===== config.mk =====
export PLATFORM = sky130hd
export DESIGN_NAME = hex_display_scanner
export DESIGN_NICKNAME = d
export VERILOG_FILES = /design/src/rtl/hex_disp_pkg.sv /design/src/rtl/phase_counter.sv /design/src/rtl/hex_display_scanner.sv
export SDC_FILE = /design/constraint.sdc
export NUM_CORES = 1
export LEC_CHECK = 0
export ABC_AREA = 1
export CAP_MARGIN = 40
export CORE_MARGIN = 2
export CORE_UTILIZATION = 35
export CTS_BUF_LIST = sky130_fd_sc_hd__clkbuf_16
export CTS_CLUSTER_DIAMETER = 40
export DETAILED_ROUTE_END_ITERATION = 7
export SLEW_MARGIN = 40
export SYNTH_ARGS = -nofsm -noshare
export SYNTH_HDL_FRONTEND = slang
export SYNTH_SLANG_ARGS = --single-unit

===== constraint.sdc =====
create_clock -name clk -period 3.75 [get_ports clk]
set_input_delay 1.125 -clock clk [delete_from_list [all_inputs] [get_ports clk]]
set_output_delay 1.125 -clock clk [all_outputs]
set_load 0.1 [all_outputs]

===== src/rtl/hex_disp_pkg.sv =====
// Shared types and helpers for the multiplexed hex display scanner.
package hex_disp_pkg;

    typedef enum logic {
        ST_BLANK = 1'b0,
        ST_SHOW  = 1'b1
    } state_t;

    // Wide enough for any practical digit count; users slice the low bits.
    localparam logic [63:0] ANODE_OFF = '1;

    // clog2 that never collapses to a zero-width vector.
    function automatic int idx_width(input int n);
        return (n <= 2) ? 1 : $clog2(n);
    endfunction

endpackage


===== src/rtl/phase_counter.sv =====
// Phase timer for the scanner FSM: counts to the terminal value of the
// current phase, flags it on tc, and restarts from zero as the phase changes.
module phase_counter
    import hex_disp_pkg::*;
#(
    parameter int REFRESH_DIV  = 100000,
    parameter int GUARD_CYCLES = 500
) (
    input  logic   clk,
    input  logic   reset,
    input  state_t state,
    output logic   tc
);

    localparam int CNT_MAX = (REFRESH_DIV > GUARD_CYCLES) ? REFRESH_DIV : GUARD_CYCLES;
    localparam int CNT_W   = idx_width(CNT_MAX);
    localparam logic [CNT_W-1:0] SHOW_LAST  = CNT_W'(REFRESH_DIV - 1);
    localparam logic [CNT_W-1:0] BLANK_LAST = CNT_W'(GUARD_CYCLES - 1);

    logic [CNT_W-1:0] count;

    always_comb begin
        tc = (count == ((state == ST_SHOW) ? SHOW_LAST : BLANK_LAST));
    end

    // tc is exactly when the FSM changes state, so clearing here restarts each phase at 0.
    always_ff @(posedge clk or posedge reset) begin
        if (reset) begin
            count <= '0;
        end else if (tc) begin
            count <= '0;
        end else begin
            count <= count + CNT_W'(1);
        end
    end

endmodule


===== src/rtl/hex_display_scanner.sv =====
// Time-multiplexed driver for a common-anode 7-segment display with guard blanking.
// Optional leading-zero suppression is built when HEX_DISP_LEADING_ZERO_BLANK_EN is defined.
module hex_display_scanner
    import hex_disp_pkg::*;
#(
    parameter int NUM_DIGITS   = 8,
    parameter int REFRESH_DIV  = 100000,
    parameter int GUARD_CYCLES = 500
) (
    input  logic                               clk,
    input  logic                               reset,
    input  logic [4*NUM_DIGITS-1:0]            data,
    input  logic                               load,
    input  logic [NUM_DIGITS-1:0]              digit_en,
    output logic [3:0]                         Q,
    output logic [NUM_DIGITS-1:0]              anode,
    output logic [idx_width(NUM_DIGITS)-1:0]   digit_idx,
    output logic                               frame_done
);

    localparam int IDX_W  = idx_width(NUM_DIGITS);
    localparam int DATA_W = 4 * NUM_DIGITS;
    localparam logic [IDX_W-1:0]      LAST_IDX = IDX_W'(NUM_DIGITS - 1);
    localparam logic [NUM_DIGITS-1:0] ALL_OFF  = ANODE_OFF[NUM_DIGITS-1:0];

    state_t                state, state_next;
    logic                  tc;
    logic [IDX_W-1:0]      idx_next;
    logic [3:0]            q_next;
    logic [NUM_DIGITS-1:0] anode_next;
    logic [NUM_DIGITS-1:0] en_eff;
    logic                  frame_next;
    logic [DATA_W-1:0]     pending, pending_next;
    logic [DATA_W-1:0]     shadow, shadow_next;

    phase_counter #(
        .REFRESH_DIV  (REFRESH_DIV),
        .GUARD_CYCLES (GUARD_CYCLES)
    ) u_phase (
        .clk   (clk),
        .reset (reset),
        .state (state),
        .tc    (tc)
    );

`ifdef HEX_DISP_LEADING_ZERO_BLANK_EN
    logic [NUM_DIGITS-1:0] blank_mask, mask_next;

    // Mask every digit above the most-significant nonzero one; digit 0 always shows.
    function automatic logic [NUM_DIGITS-1:0] lead_zero_mask(input logic [DATA_W-1:0] v);
        logic seen;
        seen = 1'b0;
        lead_zero_mask = '0;
        for (int i = NUM_DIGITS - 1; i >= 1; i--) begin
            if (v[4*i +: 4] != 4'h0) begin
                seen = 1'b1;
            end
            lead_zero_mask[i] = !seen;
        end
    endfunction

    always_comb begin
        mask_next = frame_next ? lead_zero_mask(shadow_next) : blank_mask;
    end

    always_ff @(posedge clk or posedge reset) begin
        if (reset) begin
            blank_mask <= '0;
        end else begin
            blank_mask <= mask_next;
        end
    end

    assign en_eff = digit_en & ~blank_mask;
`else
    assign en_eff = digit_en;
`endif

    always_comb begin
        state_next   = state;
        idx_next     = digit_idx;
        q_next       = Q;
        anode_next   = ALL_OFF;
        frame_next   = 1'b0;
        pending_next = load ? data : pending;
        shadow_next  = shadow;

        if (state == ST_BLANK) begin
            if (tc) begin
                state_next = ST_SHOW;
                q_next     = shadow[{digit_idx, 2'b00} +: 4];
            end
        end else begin
            if (tc) begin
                state_next = ST_BLANK;
                if (digit_idx == LAST_IDX) begin
                    // Frame boundary: the only point where the displayed word may change.
                    idx_next    = '0;
                    frame_next  = 1'b1;
                    shadow_next = pending_next;
                end else begin
                    idx_next = digit_idx + IDX_W'(1);
                end
            end
        end

        if (state_next == ST_SHOW) begin
            for (int i = 0; i < NUM_DIGITS; i++) begin
                anode_next[i] = !(en_eff[i] && (digit_idx == IDX_W'(i)));
            end
        end
    end

    always_ff @(posedge clk or posedge reset) begin
        if (reset) begin
            state      <= ST_BLANK;
            digit_idx  <= '0;
            Q          <= 4'h0;
            anode      <= ALL_OFF;
            frame_done <= 1'b0;
            pending    <= '0;
            shadow     <= '0;
        end else begin
            state      <= state_next;
            digit_idx  <= idx_next;
            Q          <= q_next;
            anode      <= anode_next;
            frame_done <= frame_next;
            pending    <= pending_next;
            shadow     <= shadow_next;
        end
    end

endmodule


==> results.toml <==
[status]
outcome = "finished clean"

[floorplan]
dieArea_um2 = 13700
start_util_pct = 35.7
die_y_um = 117
placeableCoreArea_um2 = 12600
num_rows = 41
chipWidth_um = 117
io_pins = 59

[layout]
fin_util_pct = 43.4
layout-drive-gt1-share_pct = 14.0
fill_cells = 1293
areaGrowthSynthToFinish_pct = 21.7
final_common_cell = "nand2_1"
diodes = 0
layoutNonFillerInstCount = 742
final_nets = 616
final_cell_mix = "nand2_1 (177), dfrtp_1 (90), nor2_1 (67)"
multi_input_area_um2 = 1750
final_area_um2 = 5460
regArea_um2 = 2460

[timing]
hold_violations = 0
tightest_slew_ns = 0.780
period_share_pct = 66.4
slew_headroom_pct = 47.9
slew_viol_final = 0
finalSetupTns_ns = 0
rsz0062_at_grt = "false"
setup_viol = 0
skew_ns = 0.00859
min_period_ns = 2.49
max_freq_mhz = 401

[global_route]
overflow = 0
antenna_found_initial = 0
grt_use_met1_pct = 19.3
grt_pass1_vias = 3423
track_usage_pct = 15.3
grt_pass1_wl_mm = 16.3
met2_usage_pct = 26.2
grt-busiest-layer = "met2"
use_met3_pct = 3.60
grt_max_degree = 68

[yosys]
synthDistinctLibCells = 28
yosys_warnings = 0
synth_top_area_share_pct = 50.2
synth_seq_area_share_pct = 54.9
syn-cell-area_um2 = 4480
syn_inst = 508
synth.area.top_cells = "dfrtp_1 (50%), nand2_1 (15%), mux2_2 (7.3%), nor2_1 (5.6%), dfstp_2 (4.7%)"
syn_area_per_cell_um2 = 8.82
yosys.area.top_type = "dfrtp_1"
synth_nets = 558
synth_seq_cells = 98

[worst_setup_path]
critPathKind = "flop to output port"
worstPathRequired_ns = 2.62
worst-path-max-fanout = 12
cp_num_buf_inv = 1
cpPeakStageDelay_ns = 0.64
start_kind = "flop"
cp-end-kind = "output port"
slowest_stage = "dfrtp_1"
cpLargestDelayFamily = "flip-flops"
cp_cell_sequence = "buf_4"
critPathArrivalTime_ns = 1.37

[power_and_ir_drop]
power-per-cell-area_nw_per_um2 = 375
leakagePower_nw = 2.62
ir_worst_vdd_mv = 0.233

[clock_tree]
cts.repair.resized = 0
hold_buffers = 0
post_cts_buffers = 0
cts_max_level = 3
cts-root-buf = "clkbuf_16"
path_clk_slew_ns = 0.06
cts_sinks = 98
clk_latency_ns = 0.34
clockBufferDepth = 2
cts_buffers = 9
cts_tree = "done"

[routing]
drtPass1Iterations = 5
dr_total_vias = 3393
detail-route-antenna-nets = 0
wirelength_mm = 9.51
via_per_inst = 4.57
drt_iter0_markers = 163
post-route-drc-count = 0
avgRoutedWirePerCell_um = 12.8

[hold_path]
hp-class = "flop to flop"

[place]
io_buffers = 58
place_hpwl_mm = 6.52
placedInstanceArea_um2 = 5190
place_congestion = 0.814
placedCellCount = 727

[run]
maxCapViolCount = 0
per-stage QoR:
step	setup slack, ns	total power [mW]	hold WS [ns]
after global routing	1.18	2.14	0.509
after CTS	1.22	2.08	0.482
after global placement	1.13	1.24	0.458
after floorplan	0.0762	1.18	0.444
final	1.26	2.05	0.477
after detailed placement	1.12	1.25	0.464
final cells by class:
type                            count  share of cell area [%]
Sequential cell                    98                    45.1
Inverter                           50                    3.46
Timing Repair Buffer               62                    10.7
Multi-Input combinational cell    345                    32.0
Clock buffer                        9                    4.13
Clock inverter                      6                   0.665
Tap cell                          172                    3.94
cell usage after synthesis, drive strengths merged:
library cell and number:
a21oi 1, and2 1, and3 2, buf 10
clkbuf 5, clkinv 1, dfrtp 90, dfstp 8
ha 7, inv 49, mux2 32, nand2 177
nand3 14, nand4 6, nor2 68, nor3 4
nor4 1, o21ai 25, or2 1, xnor2 1
xor2 5
final timing paths:
| path | slack (ns) | from | depth (start not counted) | endpoint |
|---|---|---|---|---|
| worst max-delay path | 1.26 | digit_idx[1] | 1 | digit_idx[1] |
| worst min-delay path | 0.48 | shadow[15] | 2 | shadow[15] |
| worst max register to register | 1.56 | digit_idx[1] | 6 | shadow[24] |
| worst min register to register | 0.48 | shadow[15] | 2 | shadow[15] |
| max in group asynchronous | 1.87 | reset | 3 | digit_idx[0] |
| min in group asynchronous | 1.14 | reset | 2 | frame_done |
report_power, final:
part | internal, mW | switching, mW
Sequential | 1.09 | 0.00806
Clock | 0.441 | 0.383
Combinational | 0.0712 | 0.0518
Total | 1.60 | 0.443
kinds of logic (layout without fill, tap and decap cells):
family                     Yosys count  in the layout  synth area share, %
AOI/OAI and AO/OA                   26             26                 2.99
DFF                                 98             98                 54.9
muxes                               32             32                 8.04
xor gates and xnor gates             6              6                 1.17
buffers and inverters               65            127                 6.14
and+or+nand+nor                    274            274                 24.8
adders and majority gates            7              7                 1.95
metal layers:
layer / part of all wire [%] / vias to the layer above / wire length, um
met1: 45 / 1646 / 4320
met5: 0 / - / 0
li1: - / 1685 / -
met2: 50 / 53 / 4740
met3: 3.7 / 9 / 350
met4: 1.0 / 0 / 97
flip-flops by register name, summed over array words and instances (netlist names):
name and cells:
shadow 32, anode 8, state 1, u_phase.count 17
frame_done 1, pending 32, digit_idx 3, Q 4
Power figures use the tool's default switching activity.
